`config.mk`:
```
export PLATFORM = sky130hd
export DESIGN_NAME = uart_tx_cfg
export DESIGN_NICKNAME = d
export VERILOG_FILES = /design/src/rtl/uart_pkg.sv /design/src/rtl/uart_tx_fifo.sv /design/src/rtl/uart_tx_cfg.sv
export SDC_FILE = /design/constraint.sdc
export NUM_CORES = 1
export LEC_CHECK = 0
export BUFFER_PORTS_ARGS = -buffer_cell sky130_fd_sc_hd__buf_4
export CORE_UTILIZATION = 25
export DETAILED_ROUTE_END_ITERATION = 8
export PLACE_DENSITY_LB_ADDON = 0.2
export RECOVER_POWER = 25
export SLEW_MARGIN = 40
export SYNTH_ARGS = -nofsm -noshare
export SYNTH_HDL_FRONTEND = slang
export SYNTH_SLANG_ARGS = --single-unit
```
`constraint.sdc`:
```
create_clock -name clock -period 3.1 [get_ports clock]
set_input_delay 0.62 -clock clock [delete_from_list [all_inputs] [get_ports clock]]
set_output_delay 0.62 -clock clock [all_outputs]
set_load 0.05 [all_outputs]
```
`src/rtl/uart_pkg.sv`:
```
// ---------------------------------------------------------------------------
// uart_pkg
// Shared UART definitions: the transmitter state type, the parity-mode
// encodings and a parity helper.
// ---------------------------------------------------------------------------
package uart_pkg;

   typedef enum logic [2:0] {
      S_IDLE   = 3'd0,
      S_START  = 3'd1,
      S_DATA   = 3'd2,
      S_PARITY = 3'd3,
      S_STOP   = 3'd4
   } uart_tx_state_t;

   localparam int PARITY_NONE = 0;
   localparam int PARITY_EVEN = 1;
   localparam int PARITY_ODD  = 2;

   // Parity bit that makes the ones-count over data+parity even (EVEN) or
   // odd (ODD). Unused character bits must be zero.
   function automatic logic parity_bit(input logic [8:0] bits, input int mode);
      logic w_xor;
      w_xor = ^bits;
      return (mode == PARITY_ODD) ? ~w_xor : w_xor;
   endfunction

endpackage

```
`src/rtl/uart_tx_fifo.sv`:
```
// ---------------------------------------------------------------------------
// uart_tx_fifo
// Character buffer placed in front of the UART serialiser. Pointers wrap
// modulo DEPTH (a power of two); a push while full is accepted when a pop
// happens in the same cycle. Flags are registered.
//
// Ports
//   clock    rising-edge clock
//   reset    synchronous, active-high reset (empties the buffer)
//   i_push   write i_data this cycle
//   i_data   character to store
//   i_pop    consume the oldest character this cycle
//   o_data   oldest stored character (valid while !o_empty)
//   o_full   all DEPTH entries occupied
//   o_empty  no entries occupied
// ---------------------------------------------------------------------------
module uart_tx_fifo #(
   parameter int WIDTH = 8,
   parameter int DEPTH = 4
) (
   input  logic             clock,
   input  logic             reset,
   input  logic             i_push,
   input  logic [WIDTH-1:0] i_data,
   input  logic             i_pop,
   output logic [WIDTH-1:0] o_data,
   output logic             o_full,
   output logic             o_empty
);

   localparam int PTR_W = (DEPTH > 1) ? $clog2(DEPTH) : 1;
   localparam int CNT_W = PTR_W + 1;
   localparam logic [CNT_W-1:0] FULL_COUNT = CNT_W'(DEPTH);

   logic [WIDTH-1:0] r_mem [DEPTH];
   logic [PTR_W-1:0] r_wr_ptr;
   logic [PTR_W-1:0] r_rd_ptr;
   logic [CNT_W-1:0] r_count;
   logic             r_full;
   logic             r_empty;

   logic             w_push_ok;
   logic             w_pop_ok;
   logic [CNT_W-1:0] w_count_next;

   assign w_pop_ok  = i_pop && !r_empty;
   assign w_push_ok = i_push && (!r_full || w_pop_ok);

   always_comb begin
      // NOTE: assign a default first so every path drives the signal; a
      // missing branch would otherwise infer a latch.
      w_count_next = r_count;
      if (w_push_ok && !w_pop_ok)
         w_count_next = r_count + CNT_W'(1);
      else if (!w_push_ok && w_pop_ok)
         w_count_next = r_count - CNT_W'(1);
   end

   // NOTE: the storage array has no reset; occupancy is defined solely by
   // the pointers and count, which keeps the array mappable to plain RAM.
   always_ff @(posedge clock) begin
      if (w_push_ok)
         r_mem[r_wr_ptr] <= i_data;
   end

   // NOTE: sequential state uses non-blocking assignments so every flop
   // samples pre-edge values regardless of statement order.
   always_ff @(posedge clock) begin
      if (reset) begin
         r_wr_ptr <= '0;
         r_rd_ptr <= '0;
         r_count  <= '0;
         r_full   <= 1'b0;
         r_empty  <= 1'b1;
      end else begin
         if (w_push_ok)
            r_wr_ptr <= r_wr_ptr + PTR_W'(1);
         if (w_pop_ok)
            r_rd_ptr <= r_rd_ptr + PTR_W'(1);
         r_count <= w_count_next;
         r_full  <= (w_count_next == FULL_COUNT);
         r_empty <= (w_count_next == '0);
      end
   end

   assign o_data  = r_mem[r_rd_ptr];
   assign o_full  = r_full;
   assign o_empty = r_empty;

endmodule

```
`src/rtl/uart_tx_cfg.sv`:
```
// ---------------------------------------------------------------------------
// uart_tx_cfg
// Configurable UART transmitter: start bit, DATA_BITS data bits LSB first,
// optional parity, STOP_BITS stop bits. Each bit lasts
// CLKS_PER_BIT = CLOCK_RATE_HZ / BAUD_RATE clocks.
//
// Build option: define UART_TX_FIFO_EN to place a FIFO_DEPTH-entry buffer
// (uart_tx_fifo) in front of the serialiser; ready then means "not full".
// Without it, ready is high only in IDLE and in the final cycle of the last
// stop bit, so a held valid produces gap-free back-to-back frames.
//
// Ports
//   clock  rising-edge clock
//   reset  synchronous, active-high; aborts any frame in progress
//   valid  upstream character available
//   ready  block accepts a character this cycle
//   data   character, captured on the valid && ready edge
//   tx     serial line, idle high
//   busy   frame on the line or character buffered
// ---------------------------------------------------------------------------
module uart_tx_cfg
   import uart_pkg::*;
#(
   parameter int CLOCK_RATE_HZ = 100_000_000,
   parameter int BAUD_RATE     = 9_600,
   parameter int DATA_BITS     = 8,
   parameter int PARITY        = 0,
   parameter int STOP_BITS     = 1,
   parameter int FIFO_DEPTH    = 4
) (
   input  logic                 clock,
   input  logic                 reset,
   input  logic                 valid,
   output logic                 ready,
   input  logic [DATA_BITS-1:0] data,
   output logic                 tx,
   output logic                 busy
);

   localparam int CLKS_PER_BIT = CLOCK_RATE_HZ / BAUD_RATE;
   localparam int CNT_W        = (CLKS_PER_BIT > 1) ? $clog2(CLKS_PER_BIT) : 1;
   localparam logic [CNT_W-1:0] LAST_CNT     = CNT_W'(CLKS_PER_BIT - 1);
   localparam logic [CNT_W-1:0] PRE_LAST_CNT = CNT_W'(CLKS_PER_BIT - 2);
   localparam logic [3:0]       LAST_DATA    = 4'(DATA_BITS - 1);
   localparam logic [3:0]       LAST_STOP    = 4'(STOP_BITS - 1);

   // Elaboration-time parameter checks.
   if (DATA_BITS < 5 || DATA_BITS > 9) begin : g_bad_data_bits
      $error("uart_tx_cfg: DATA_BITS must be in 5..9");
   end
   if (STOP_BITS != 1 && STOP_BITS != 2) begin : g_bad_stop_bits
      $error("uart_tx_cfg: STOP_BITS must be 1 or 2");
   end
   if (PARITY < 0 || PARITY > 2) begin : g_bad_parity
      $error("uart_tx_cfg: PARITY must be 0, 1 or 2");
   end
   if (CLKS_PER_BIT < 2) begin : g_bad_rate
      $error("uart_tx_cfg: CLOCK_RATE_HZ / BAUD_RATE must be at least 2");
   end
   if (FIFO_DEPTH < 2 || (FIFO_DEPTH & (FIFO_DEPTH - 1)) != 0) begin : g_bad_depth
      $error("uart_tx_cfg: FIFO_DEPTH must be a power of two >= 2");
   end

   uart_tx_state_t       r_state;
   logic [CNT_W-1:0]     r_clk_cnt;
   logic [3:0]           r_bit_cnt;
   logic [DATA_BITS-1:0] r_shift;
   logic                 r_parity;
   logic                 r_tx;
   logic                 r_busy;
   // High exactly when the serialiser can load a character at the next edge:
   // in IDLE and in the final cycle of the last stop bit.
   logic                 r_ser_ready;

   logic                 w_bit_end;
   logic                 w_take;
   logic [DATA_BITS-1:0] w_char;

   assign w_bit_end = (r_clk_cnt == LAST_CNT);

`ifdef UART_TX_FIFO_EN
   logic                 w_fifo_full;
   logic                 w_fifo_empty;
   logic [DATA_BITS-1:0] w_fifo_data;
   logic                 w_push;
   logic                 r_run;

   assign w_push = valid && ready;

   uart_tx_fifo #(
      .WIDTH (DATA_BITS),
      .DEPTH (FIFO_DEPTH)
   ) u_fifo (
      .clock   (clock),
      .reset   (reset),
      .i_push  (w_push),
      .i_data  (data),
      .i_pop   (w_take),
      .o_data  (w_fifo_data),
      .o_full  (w_fifo_full),
      .o_empty (w_fifo_empty)
   );

   // Holds ready low while reset is applied even though the FIFO is empty.
   always_ff @(posedge clock) begin
      if (reset) r_run <= 1'b0;
      else       r_run <= 1'b1;
   end

   assign w_take = r_ser_ready && !w_fifo_empty;
   assign w_char = w_fifo_data;
   assign ready  = r_run && !w_fifo_full;
   assign busy   = r_busy || !w_fifo_empty;
`else
   assign w_take = valid && r_ser_ready;
   assign w_char = data;
   assign ready  = r_ser_ready;
   assign busy   = r_busy;
`endif

   always_ff @(posedge clock) begin
      if (reset) begin
         r_state     <= S_IDLE;
         r_clk_cnt   <= '0;
         r_bit_cnt   <= '0;
         r_shift     <= '0;
         r_parity    <= 1'b0;
         r_tx        <= 1'b1;
         r_busy      <= 1'b0;
         r_ser_ready <= 1'b0;
      end else begin
         case (r_state)
            S_IDLE: begin
               r_tx <= 1'b1;
               if (w_take) begin
                  r_state     <= S_START;
                  r_shift     <= w_char;
                  r_parity    <= parity_bit(9'(w_char), PARITY);
                  r_clk_cnt   <= '0;
                  r_tx        <= 1'b0;
                  r_busy      <= 1'b1;
                  r_ser_ready <= 1'b0;
               end else begin
                  r_busy      <= 1'b0;
                  r_ser_ready <= 1'b1;
               end
            end

            S_START: begin
               if (w_bit_end) begin
                  r_state   <= S_DATA;
                  r_clk_cnt <= '0;
                  r_bit_cnt <= '0;
                  r_tx      <= r_shift[0];
               end else begin
                  r_clk_cnt <= r_clk_cnt + CNT_W'(1);
               end
            end

            S_DATA: begin
               if (w_bit_end) begin
                  r_clk_cnt <= '0;
                  if (r_bit_cnt == LAST_DATA) begin
                     r_bit_cnt <= '0;
                     if (PARITY != PARITY_NONE) begin
                        r_state <= S_PARITY;
                        r_tx    <= r_parity;
                     end else begin
                        r_state <= S_STOP;
                        r_tx    <= 1'b1;
                     end
                  end else begin
                     // Next bit is shift[1] before the shift takes effect.
                     r_bit_cnt <= r_bit_cnt + 4'(1);
                     r_shift   <= r_shift >> 1;
                     r_tx      <= r_shift[1];
                  end
               end else begin
                  r_clk_cnt <= r_clk_cnt + CNT_W'(1);
               end
            end

            S_PARITY: begin
               if (w_bit_end) begin
                  r_state   <= S_STOP;
                  r_clk_cnt <= '0;
                  r_bit_cnt <= '0;
                  r_tx      <= 1'b1;
               end else begin
                  r_clk_cnt <= r_clk_cnt + CNT_W'(1);
               end
            end

            S_STOP: begin
               if (w_bit_end) begin
                  r_clk_cnt <= '0;
                  if (r_bit_cnt == LAST_STOP) begin
                     r_bit_cnt <= '0;
                     if (w_take) begin
                        // Next character waiting: start bit follows directly.
                        r_state     <= S_START;
                        r_shift     <= w_char;
                        r_parity    <= parity_bit(9'(w_char), PARITY);
                        r_tx        <= 1'b0;
                        r_ser_ready <= 1'b0;
                     end else begin
                        r_state <= S_IDLE;
                        r_tx    <= 1'b1;
                        r_busy  <= 1'b0;
                     end
                  end else begin
                     r_bit_cnt <= r_bit_cnt + 4'(1);
                  end
               end else begin
                  r_clk_cnt <= r_clk_cnt + CNT_W'(1);
                  // Raise ready for the final cycle of the last stop bit.
                  if (r_bit_cnt == LAST_STOP && r_clk_cnt == PRE_LAST_CNT)
                     r_ser_ready <= 1'b1;
               end
            end

            default: begin
               r_state <= S_IDLE;
               r_tx    <= 1'b1;
            end
         endcase
      end
   end

   assign tx = r_tx;

endmodule

```
---- Yosys cells after proc, flatten, opt, wreduce, memory -nomap -nowiden ----
Cells that the tools add are included.
W data, S select, Z words.
storage, ports and cells
  flip-flop bits (word level) ............. 32
  word-level logic and storage cells ...... 88
  bits of input ports ..................... 11
  output and inout bits ................... 3
cells by class
  mux-type cells .......................... 42
  reduce and logical (&&, ||, !) cells .... 17
  equal/unequal tests ..................... 20
  $add $sub $neg .......................... 2
operators by type and width
  kind                     number
  $mux W8                  5
  $eq A14 B14 Y1 const B   2
  $mux W14                 2
  $pmux W14 S2             1
  $pmux W8 S3              1
  $mux W3                  7
  $mux W4                  5
  $ne A2 B2 Y1 const B     9
  $mux W1                  16
  $pmux W3 S5              1
  $add A14 B1 Y14 const B  1
  $pmux W4 S3              1
  $reduce_and A4 Y1        3
  $reduce_and A5 Y1        2
  $ne A3 B3 Y1 const B     3
  $reduce_and A7 Y1        1
  $eq A3 B2 Y1 const B     2
  $reduce_bool A3 Y1       2
  $pmux W1 S5              1
  $add A4 B1 Y4 const B    1
  $eq A4 B3 Y1 const B     1
  $logic_not A4 Y1         1
  $pmux W1 S2              2
  $reduce_bool A2 Y1       2
  8 further kinds          9

---- Logic depth before layout (Yosys ltp) ----
Gate-level depths: netlist of the first run.
  depth in word-level cells ............... 5
  mapped depth ............................ 8
  gate-level depth less buffers ........... 7

---- Least setup slack after synthesis of the first run ----
No wires, ideal clock.
  kind .................................... reg-to-reg
  start point ............................. register r_clk_cnt[1]
  end point ............................... register r_bit_cnt[3]
  period minus slack after synthesis ...... 1.867 ns
  slack ................................... 1.233 ns
  path buffers ............................ 1
  library setup time ...................... 0.074 ns
  data arrival time ....................... 1.792 ns
  stages on the path, launching flop included .. 8
  data required time ...................... 3.026 ns
  cells stage by stage .................... dfxtp_1 > ha_1 > and3_1 > and4_4 > buf_6 > nand2_4 > or4b_1 > a31oi_1
on the way
  longest elaborated chain between the ends .. 3
  elaborated cells on any way between the ends .. 5
  those cells by class .................... 4 x eq/ne; 1 x reduce/logical
ends and longest elaborated chain
  element                                                               line                text
  from (decl)                                                           uart_tx_cfg.sv:65   logic [CNT_W-1:0] r_clk_cnt;
  from (signal assigned)                                                uart_tx_cfg.sv:156  r_clk_cnt <= r_clk_cnt + CNT_W'(1);
  from (signal assigned)                                                uart_tx_cfg.sv:179  r_clk_cnt <= r_clk_cnt + CNT_W'(1);
  from (signal assigned)                                                uart_tx_cfg.sv:190  r_clk_cnt <= r_clk_cnt + CNT_W'(1);
  $eq A14 B14 Y1 *                                                      uart_tx_cfg.sv:79   assign w_bit_end = (r_clk_cnt == LAST_CNT);
  $ne A2 B1 Y1 (no source line) / $ne A2 B2 Y1 (equally long branches)  n/a
  $reduce_and A4 Y1 (no source line) *                                  n/a
  to (signal assigned)                                                  uart_tx_cfg.sv:174  r_bit_cnt <= r_bit_cnt + 4'(1);
  to (signal assigned)                                                  uart_tx_cfg.sv:212  r_bit_cnt <= r_bit_cnt + 4'(1);
  to (decl)                                                             uart_tx_cfg.sv:66   logic [3:0] r_bit_cnt;
Every way passes the cells marked *; elsewhere a longest branch is shown, timed or not.
A chain may end at the register's enable or synchronous reset.

---- Worst setup path in the final report of the first run ----
  start point ............................. register r_clk_cnt[1]
  end point ............................... register r_ser_ready, in the netlist ready
on the way
  longest elaborated chain between the ends .. 4
  elaborated cells on any way between the ends .. 9
  those cells by class .................... 5 x eq/ne; 2 x mux; 2 x reduce/logical
ends and longest elaborated chain
  element                             line                text
  $eq A14 B14 Y1                      uart_tx_cfg.sv:217  if (r_bit_cnt == LAST_STOP && r_clk_cnt == PRE_LAST_CNT)
  $logic_and A1 B1 Y1                 uart_tx_cfg.sv:217
  $ne A3 B3 Y1 (no source line)       n/a
  $reduce_and A4 Y1 (no source line)  n/a
  to (signal assigned)                uart_tx_cfg.sv:145  r_ser_ready <= 1'b1;
  to (signal assigned)                uart_tx_cfg.sv:205  r_ser_ready <= 1'b0;
  to (signal assigned)                uart_tx_cfg.sv:218  r_ser_ready <= 1'b1;
  to (decl)                           uart_tx_cfg.sv:73   logic r_ser_ready;
Several ways; a longest one is shown, not always the timed one.

==> results.py, run 1 <==
metrics = {
    "detailed_routing": {
        "drc_errors": 0,
        "wl_per_cell_microns": 13.3,
        "vias_per_cell": 4.75,
        "wl_microns": 4160,
        "vias": 1482,
        "antenna_left": 0,
        "drt_iter0_markers": 108,
        "drtPass1Iterations": 4,
    },
    "layout": {
        "mostFrequentLayoutCell": "dfxtp_1",
        "fillers": 778,
        "final_cell_mix": "dfxtp_1 (32), nor2_1 (22), a21oi_1 (18)",
        "layout-drive-gt1-share_pct": 11.6,
        "syn2layout_area_growth_pct": 13.3,
        "nNetsFinal": 230,
        "antenna_cells": 0,
    },
    "floorplanning": {
        "coreArea_sq_um": 6830,
        "dieArea_sq_um": 7440,
        "rows": 30,
        "die_w_microns": 86.2,
        "fp.dieH_microns": 86.2,
        "start_util_pct": 26.0,
        "io-pin-count": 14,
    },
    "synthesis": {
        "ys_seq_elements": 32,
        "syn_avg_cell_area_sq_um": 8.65,
        "synthFlopType": "dfxtp_1",
        "synth.cell_area_sq_um": 1770,
        "synthArstFlopShare_pct": 0,
        "ys_warn_count": 0,
        "netlist_instances": 205,
        "synth.distinct_cells": 53,
        "synth_edf_count": 0,
        "syn-num-nets": 220,
        "seq_area_frac_synth_pct": 36.1,
    },
    "worst_setup_path": {
        "startpoint_type": "register",
        "critPathMaxFanout": 18,
        "r2r_end": "ready",
        "arrival_ns": 2.50,
        "r2r-start": "r_clk_cnt[1]",
        "critPathKind": "reg -> reg",
        "r2r_slack_ns": 0.80,
        "cp-end-kind": "register",
        "ff2ff_path_depth": 6,
        "cp.required_ns": 3.29,
    },
    "clock_network": {
        "cts_tree": "done",
        "cts_max_path_buffers": 2,
        "htree_levels": 2,
        "clk_pin_slew_ns": 0.08,
        "clock_sinks": 32,
        "cts_buffers": 5,
        "cts_hold_buffers": 0,
        "postCtsSetupBuffers": 0,
        "cts-root-buf": "clkbuf_8",
        "insertion_delay_ns": 0.29,
        "cts_resized": 0,
    },
    "timing": {
        "tightest_slew_ns": 0.646,
        "slew_headroom_pct": 56.8,
        "clock_skew_ns": 0.0125,
        "holdWs_ns": 0.497,
        "fmax_mhz": 434,
        "hold_viol": 0,
        "fin_crit_ns": 2.30,
        "min_period_over_period_pct": 74.3,
        "slew_viol_final": 0,
        "rsz0062_at_grt": "false",
        "final-setup-viol-count": 0,
        "fin_tns_setup_ns": 0,
    },
    "placed_design": {
        "hpwl_microns": 2890,
        "place.port_buffers": 13,
        "place.gp.congestion": 0.753,
    },
    "worst_hold_path": {
        "hp-start": "r_bit_cnt[1]",
        "min_to": "r_bit_cnt[1]",
        "worstHoldPathType": "reg -> reg",
        "hold_depth": 2,
    },
    "grt": {
        "grt_max_degree": 24,
        "busiest_layer": "met1",
        "grt_pass1_vias": 1345,
        "met3_usage_pct": 3.43,
        "grt_pass1_wl_microns": 7020,
        "overflow": 0,
        "grt_use_total_pct": 12.4,
        "met1_usage_pct": 18.1,
        "antenna_found_initial": 0,
        "grt_use_met2_pct": 16.6,
    },
    "outcome": {
        "outcome": "finished clean",
    },
    "pwr": {
        "ir_drop_uv": 115,
        "p_per_area_nw_per_um2": 432,
        "p_leak_nw": 0.658,
    },
    "flow_run": {
        "cap_violations": 0,
    },
}
## metrics by stage
| stage | area, sq um | std cells | util (%) | setup WS (ns) | power [mW] |
|---|---|---|---|---|---|
| after global routing | 2010 | 312 | 29.4 | 0.545 | 0.915 |
| after detailed placement | 1940 | 304 | 28.4 | 0.858 | 0.538 |
| after global placement | 1940 | 304 | 28.4 | 0.910 | 0.538 |
| after CTS | 2030 | 312 | 29.7 | 0.906 | 0.886 |
| after floorplan | 1770 | 205 | - | 1.23 | 0.508 |
| final | 2010 | 312 | 29.4 | 0.797 | 0.868 |
## registers in the layout, indices dropped and copies added, names as in the netlist
register,flops
r_clk_cnt,14
r_shift,8
r_bit_cnt,4
r_state,3
busy,1
ready,1
tx,1
## where the power goes
part,leakage (nW),switching (mW),total (mW),internal (mW)
Combinational,0.347,0.0520,0.0857,0.0336
Sequential,0.260,0.0135,0.439,0.425
Clock,0.0510,0.166,0.344,0.177
Total,0.658,0.232,0.868,0.636
## cell usage after synthesis, types with 2 or more instances
master	n	share of area, %
dfxtp_1	32	36
nor2_1	22	4.7
a21oi_1	18	5.1
nand2_1	15	3.2
o21ai_0	9	2.5
a311oi_1	7	3.5
buf_2	7	2.0
mux2i_1	7	3.9
nand3_1	7	2.0
xor2_1	7	3.5
inv_1	6	1.3
nor3_1	6	1.7
nand4_1	5	1.8
ha_1	4	2.8
xnor2_1	4	2.0
and3_1	3	1.1
nand2b_1	3	1.1
nand3b_1	3	1.3
a21o_1	2	0.85
and3b_1	2	0.99
and4bb_1	2	1.4
clkbuf_1	2	0.42
or3b_1	2	0.99
## worst max-delay path, cell delays in order, from the launching register on
cell	delay, ns
dfxtp_1	0.39
ha_1	0.23
and3_1	0.22
and4_1	0.45
a21o_1	0.54
nand4_1	0.19
and3b_1	0.19
## per-layer routing
metal	vias to the layer above	wire (microns)	part of all wire, %
met5	-	0	0
met4	0	72	1.7
met3	5	126	3.0
met2	19	1740	42
met1	686	2220	53
li1	772	-	-
## worst max path at each step
stage          slack [ns]         start  depth (start not counted)           end
2_1_floorplan        1.23  r_clk_cnt[1]                          7  r_bit_cnt[3]
3_3_place_gp         0.91         valid                          5  r_clk_cnt[1]
3_5_place_dp         0.86         valid                          5  r_clk_cnt[1]
4_1_cts              0.91  r_bit_cnt[0]                          6    r_shift[0]
5_1_grt              0.55  r_clk_cnt[1]                          6    r_shift[4]
6_report             0.80  r_clk_cnt[1]                          6         ready
## cell type report
| type | instances | area, sq um | area share [%] |
|---|---|---|---|
| Multi-Input combinational cell | 157 | 1050 | 52.1 |
| Sequential cell | 32 | 641 | 31.9 |
| Tap cell | 96 | 120 | 5.98 |
| Timing Repair Buffer | 13 | 86.3 | 4.30 |
| Clock buffer | 6 | 82.6 | 4.11 |
| Inverter | 6 | 22.5 | 1.12 |
| Clock inverter | 2 | 10.0 | 0.498 |
## logic make-up (layout without fill, tap and decap cells)
logic type,Yosys count,in the layout,share of synthesized area [%]
compound gates,50,50,18.7
xor+xnor,11,11,5.43
fa+ha+maj,4,4,2.82
buf+inv,16,27,4.30
flops,32,32,36.1
mux,8,8,4.58
simple gates,84,84,28.1
Note: power is estimated with default switching activity, not from simulation.
==> inputs of run 2 (changes only) <==
==> constraint.sdc (replaced) <==
create_clock -name clock -period 2.3 [get_ports clock]
set_input_delay 0.46 -clock clock [delete_from_list [all_inputs] [get_ports clock]]
set_output_delay 0.46 -clock clock [all_outputs]
set_load 0.05 [all_outputs]
==> run 2 against run 1 <==
First-iteration DRC count is 32% lower. Count of clock-buffer cells in the layout is 2 higher. Total power is 35% higher. Setup slack worse by 0.59 ns. Sequential share of layout area is 0.72 points lower. Critical endpoint is now r_bit_cnt[3]. Largest power group unchanged.
==> results.py, run 2 (synthesis results as in run 1) <==
metrics = {
    "worst_hold_path": {
        "hp-start": "data[7]",
        "min_to": "r_shift[7]",
        "worstHoldPathType": "in -> reg",
        "hold_depth": 3,
    },
    "clock_network": {
        "cts_hold_buffers": 0,
        "htree_levels": 2,
        "clk_pin_slew_ns": 0.07,
        "cts-root-buf": "clkbuf_8",
        "clock_sinks": 32,
        "insertion_delay_ns": 0.29,
        "cts_buffers": 5,
        "cts_max_path_buffers": 2,
        "cts_tree": "done",
    },
    "worst_setup_path": {
        "r2r_end": "r_bit_cnt[3]",
        "cp-end-kind": "register",
        "arrival_ns": 2.31,
        "cp.required_ns": 2.52,
        "critPathKind": "reg -> reg",
        "critPathMaxFanout": 12,
        "r2r_slack_ns": 0.21,
        "startpoint_type": "register",
        "r2r-start": "r_clk_cnt[1]",
        "ff2ff_path_depth": 6,
    },
    "detailed_routing": {
        "antenna_left": 0,
        "drc_errors": 0,
        "drtPass1Iterations": 4,
        "vias_per_cell": 4.80,
        "vias": 1525,
        "wl_per_cell_microns": 12.9,
        "wl_microns": 4120,
        "drt_iter0_markers": 73,
    },
    "grt": {
        "grt_use_total_pct": 11.9,
        "grt_max_degree": 24,
        "grt_pass1_vias": 1420,
        "antenna_found_initial": 0,
        "grt_pass1_wl_microns": 6860,
        "overflow": 0,
    },
    "layout": {
        "antenna_cells": 0,
        "layout-drive-gt1-share_pct": 14.0,
        "largest_registers": "r_clk_cnt (14), r_shift (8), r_bit_cnt (4)",
        "regMostFlops": "r_clk_cnt",
        "syn2layout_area_growth_pct": 15.9,
        "mostFrequentLayoutCell": "dfxtp_1",
        "final_cell_mix": "dfxtp_1 (32), nor2_1 (22), a21oi_1 (18)",
        "stdcell_count": 318,
        "nNetsFinal": 236,
        "post-route-cell-area_sq_um": 2060,
        "largest_reg_flops": 14,
        "fin_util_pct": 30.1,
    },
    "timing": {
        "fin_tns_setup_ns": 0,
        "hold_viol": 0,
        "tightest_slew_ns": 0.626,
        "final-setup-viol-count": 0,
        "fmax_mhz": 478,
        "rsz0062_at_grt": "false",
        "fin_crit_ns": 2.09,
        "slew_headroom_pct": 57.9,
        "clock_skew_ns": 0.00367,
        "slew_viol_final": 0,
        "holdWs_ns": 0.474,
        "min_period_over_period_pct": 90.9,
    },
    "pwr": {
        "ir_drop_uv": 223,
        "p_per_area_nw_per_um2": 571,
        "p_leak_nw": 0.682,
    },
    "floorplanning": {
        "io-pin-count": 14,
        "dieArea_sq_um": 7440,
        "fp.dieH_microns": 86.2,
        "coreArea_sq_um": 6830,
        "die_w_microns": 86.2,
        "rows": 30,
        "start_util_pct": 26.0,
    },
    "placed_design": {
        "place.port_buffers": 13,
        "hpwl_microns": 2930,
        "place.gp.congestion": 0.730,
        "place_inst": 310,
        "place_area_sq_um": 1980,
    },
    "outcome": {
        "outcome": "finished clean",
    },
    "flow_run": {
        "cap_violations": 0,
    },
}
==> run 2: critical path: stages, from the launching register on <==
cell     delay (ns)
dfxtp_1        0.39
ha_1           0.23
and3_1         0.22
and4_4         0.32
nand2_1        0.17
or4b_1         0.53
a31oi_1        0.17
==> run 2: timing repair <==
item / CTS / global route
endpoints found under the setup margin: 0 / 1
setup buffers: 0 / 0
resized for setup: 0 / 1
==> run 2: final cells by class <==
cell class	instances	area (sq um)
fill	772	4780
multi-input combinational	157	1050
clock buffer	8	90.1
tap	96	120
sequential	32	641
inverter	6	22.5
timing repair buffer	19	131
==> run 2: worst max path at each step <==
stage | to | start | cells after the start | slack, ns
after CTS | r_shift[6] | r_clk_cnt[1] | 6 | 0.19
after floorplan | r_bit_cnt[3] | r_clk_cnt[1] | 7 | 0.43
after global placement | r_shift[6] | r_clk_cnt[1] | 6 | 0.26
final | r_bit_cnt[3] | r_clk_cnt[1] | 6 | 0.21
after global routing | r_bit_cnt[3] | r_clk_cnt[1] | 6 | 0.09
after detailed placement | r_shift[7] | r_clk_cnt[1] | 7 | 0.20
==> run 2: power by group <==
part           switching (mW)  internal [mW]  total [mW]
Sequential             0.0175          0.574       0.591
Clock                   0.218          0.244       0.462
Combinational          0.0720         0.0491       0.121
Total                   0.307          0.867        1.17
==> run 2: metrics by stage <==
stage | worst slack (ns) | power [mW]
2_1_floorplan | 0.433 | 0.685
3_3_place_gp | 0.261 | 0.730
3_5_place_dp | 0.201 | 0.730
4_1_cts | 0.194 | 1.19
5_1_grt | 0.0890 | 1.22
6_report | 0.210 | 1.17
==> run 2: per-layer routing <==
layer / part of all wire [%] / global-route usage [%] / vias up
li1: - / - / 786
met1: 52 / 16.2 / 709
met2: 43 / 17.7 / 22
met3: 2.7 / 1.81 / 8
met4: 2.2 / 7.27 / 0
met5: 0 / 0 / -
==> inputs of run 3 (changes only) <==
--- a/config.mk
+++ b/config.mk
@@ -8,6 +8,7 @@
 export BUFFER_PORTS_ARGS = -buffer_cell sky130_fd_sc_hd__buf_4
 export CORE_UTILIZATION = 25
 export DETAILED_ROUTE_END_ITERATION = 8
+export GPL_ROUTABILITY_DRIVEN = 1
 export PLACE_DENSITY_LB_ADDON = 0.2
 export RECOVER_POWER = 25
 export SLEW_MARGIN = 40
==> constraint.sdc (replaced) <==
create_clock -name clock -period 1.87 [get_ports clock]
set_input_delay 0.374 -clock clock [delete_from_list [all_inputs] [get_ports clock]]
set_output_delay 0.374 -clock clock [all_outputs]
set_load 0.05 [all_outputs]
==> run 3 against run 2 <==
Combinational power up 41%. Sequential share of layout area down 2.6 points. Routed wire length increased by 3.6%. Sequential cell count unchanged. Maximum frequency rose by 15%. Global-route usage rose by 0.59 points. Worst hold slack worse by 0.079 ns. First-iteration DRC count shrank 6.8%. Cell count rose by 5.0%. Clock skew increased by 0.0060 ns. Critical endpoint unchanged. Highest routed layer unchanged.
==> results.py, run 3 (synthesis results as in run 1) <==
metrics = {
    "worst_setup_path": {
        "r2r-start": "r_clk_cnt[0]",
        "cp-end-kind": "register",
        "crit_chain": "ha_1 > and3_4 > and4_4 > nand2_4 > or4b_1 > a31oi_1",
        "ff2ff_path_depth": 6,
        "slowest_stage": "or4b_1",
        "critPathMaxFanout": 5,
        "startpoint": "r_clk_cnt[0]",
        "slowest_delay_ns": 0.49,
        "crit_buf_inv": 0,
        "startpoint_type": "register",
        "critPathTopFamily": "simple AND/OR/NAND/NOR gates",
        "cp_num_cells": 6,
        "critPathKind": "reg -> reg",
        "cp.required_ns": 2.10,
        "arrival_ns": 2.04,
    },
    "layout": {
        "largest_reg_flops": 14,
        "final_cell_mix": "dfxtp_1 (29), buf_4 (29), nor2_1 (22)",
        "stdcell_count": 334,
        "nNetsFinal": 252,
        "fillers": 761,
        "syn2layout_area_growth_pct": 27.0,
        "layout-drive-gt1-share_pct": 23.1,
        "regMostFlops": "r_clk_cnt",
        "antenna_cells": 0,
        "largest_registers": "r_clk_cnt (14), r_shift (8), r_bit_cnt (4)",
    },
    "clock_network": {
        "clock_sinks": 32,
        "cts_hold_buffers": 0,
        "cts-root-buf": "clkbuf_8",
        "clk_pin_slew_ns": 0.08,
        "cts_buffers": 5,
        "insertion_delay_ns": 0.29,
        "cts_max_path_buffers": 2,
        "htree_levels": 2,
        "cts_tree": "done",
    },
    "placed_design": {
        "place.gp.congestion": 0.750,
        "place_inst": 324,
        "hpwl_microns": 3000,
        "place.port_buffers": 13,
        "dp_slack_ns": -0.0403,
    },
    "timing": {
        "slew_viol_final": 0,
        "slew_headroom_pct": 59.6,
        "holdWs_ns": 0.395,
        "setup_slack_ns": 0.0569,
        "fmax_mhz": 552,
        "clock_skew_ns": 0.00968,
        "fin_crit_ns": 1.81,
        "hold_viol": 0,
        "final-setup-viol-count": 0,
        "min_period_over_period_pct": 97.0,
        "tightest_slew_ns": 0.608,
        "fin_tns_setup_ns": 0,
        "rsz0062_at_grt": "true",
    },
    "floorplanning": {
        "die_w_microns": 86.2,
        "start_util_pct": 26.0,
        "dieArea_sq_um": 7440,
        "rows": 30,
        "coreArea_sq_um": 6830,
        "fp.dieH_microns": 86.2,
        "io-pin-count": 14,
    },
    "grt": {
        "grt_use_total_pct": 12.5,
        "overflow": 0,
        "antenna_found_initial": 0,
        "grt_pass1_vias": 1492,
        "grt_pass1_wl_microns": 7180,
        "grt_max_degree": 24,
    },
    "detailed_routing": {
        "antenna_left": 0,
        "vias_per_cell": 4.72,
        "drtPass1Iterations": 4,
        "wl_microns": 4260,
        "drt_iter0_markers": 68,
        "wl_per_cell_microns": 12.8,
        "drc_errors": 0,
        "vias": 1577,
    },
    "pwr": {
        "total_power_mw": 1.47,
        "p_leak_nw": 0.805,
        "ir_drop_uv": 213,
        "p_per_area_nw_per_um2": 652,
    },
    "worst_hold_path": {
        "hp-start": "data[7]",
        "hold_depth": 3,
        "worstHoldPathType": "in -> reg",
    },
    "flow_run": {
        "cap_violations": 0,
    },
    "outcome": {
        "outcome": "finished clean",
    },
}
## run 3: worst paths after layout
| kind | endpoint | slack [ns] |
|---|---|---|
| worst max-delay path | r_bit_cnt[3] | 0.06 |
| worst min-delay path | r_shift[7] | 0.39 |
| worst min register to register | r_bit_cnt[0] | 0.47 |
| worst max register to register | r_bit_cnt[3] | 0.06 |
## run 3: area by class of cell
| cell class | instances | area, sq um | area share (%) |
|---|---|---|---|
| Clock inverter | 2 | 10.0 | 0.444 |
| Timing Repair Buffer | 34 | 269 | 11.9 |
| Clock buffer | 6 | 82.6 | 3.66 |
| Tap cell | 96 | 120 | 5.33 |
| Inverter | 6 | 22.5 | 0.999 |
| Sequential cell | 32 | 644 | 28.6 |
| Multi-Input combinational cell | 158 | 1100 | 49.0 |
## run 3: timing repair
item	CTS	global route
endpoints found under the setup margin	8	20
gates resized for setup	3	5
cloned	1	0
pin swaps	1	3
setup buffers	0	1
## run 3: tightest hold or removal path, delay by kind of cell
| kind | cells | cell delay (ns) |
|---|---|---|
| AO/OA/AOI/OAI | 1 | 0.07 |
| AND/OR/NAND/NOR | 1 | 0.08 |
| buffers and inverters | 1 | 0.11 |
## run 3: per-layer routing
layer / GRT usage [%] / part of all wire, % / up-vias
li1: - / - / 814
met1: 16.7 / 52 / 739
met2: 19.1 / 43 / 18
met3: 2.86 / 3.0 / 6
met4: 5.91 / 1.8 / 0
met5: 0 / 0 / -
## run 3: power breakdown
group | internal [mW] | total (mW) | switching, mW
clock | 0.294 | 0.573 | 0.279
combinational | 0.0747 | 0.171 | 0.0966
sequential | 0.705 | 0.724 | 0.0191
## run 3: stage by stage
step / utilization, % / instance area [sq um]
after detailed placement: 30.9 / 2110
final: 33.0 / 2250
after CTS: 32.7 / 2230
after floorplan: - / 1770
after global routing: 33.0 / 2250
after global placement: 30.9 / 2110
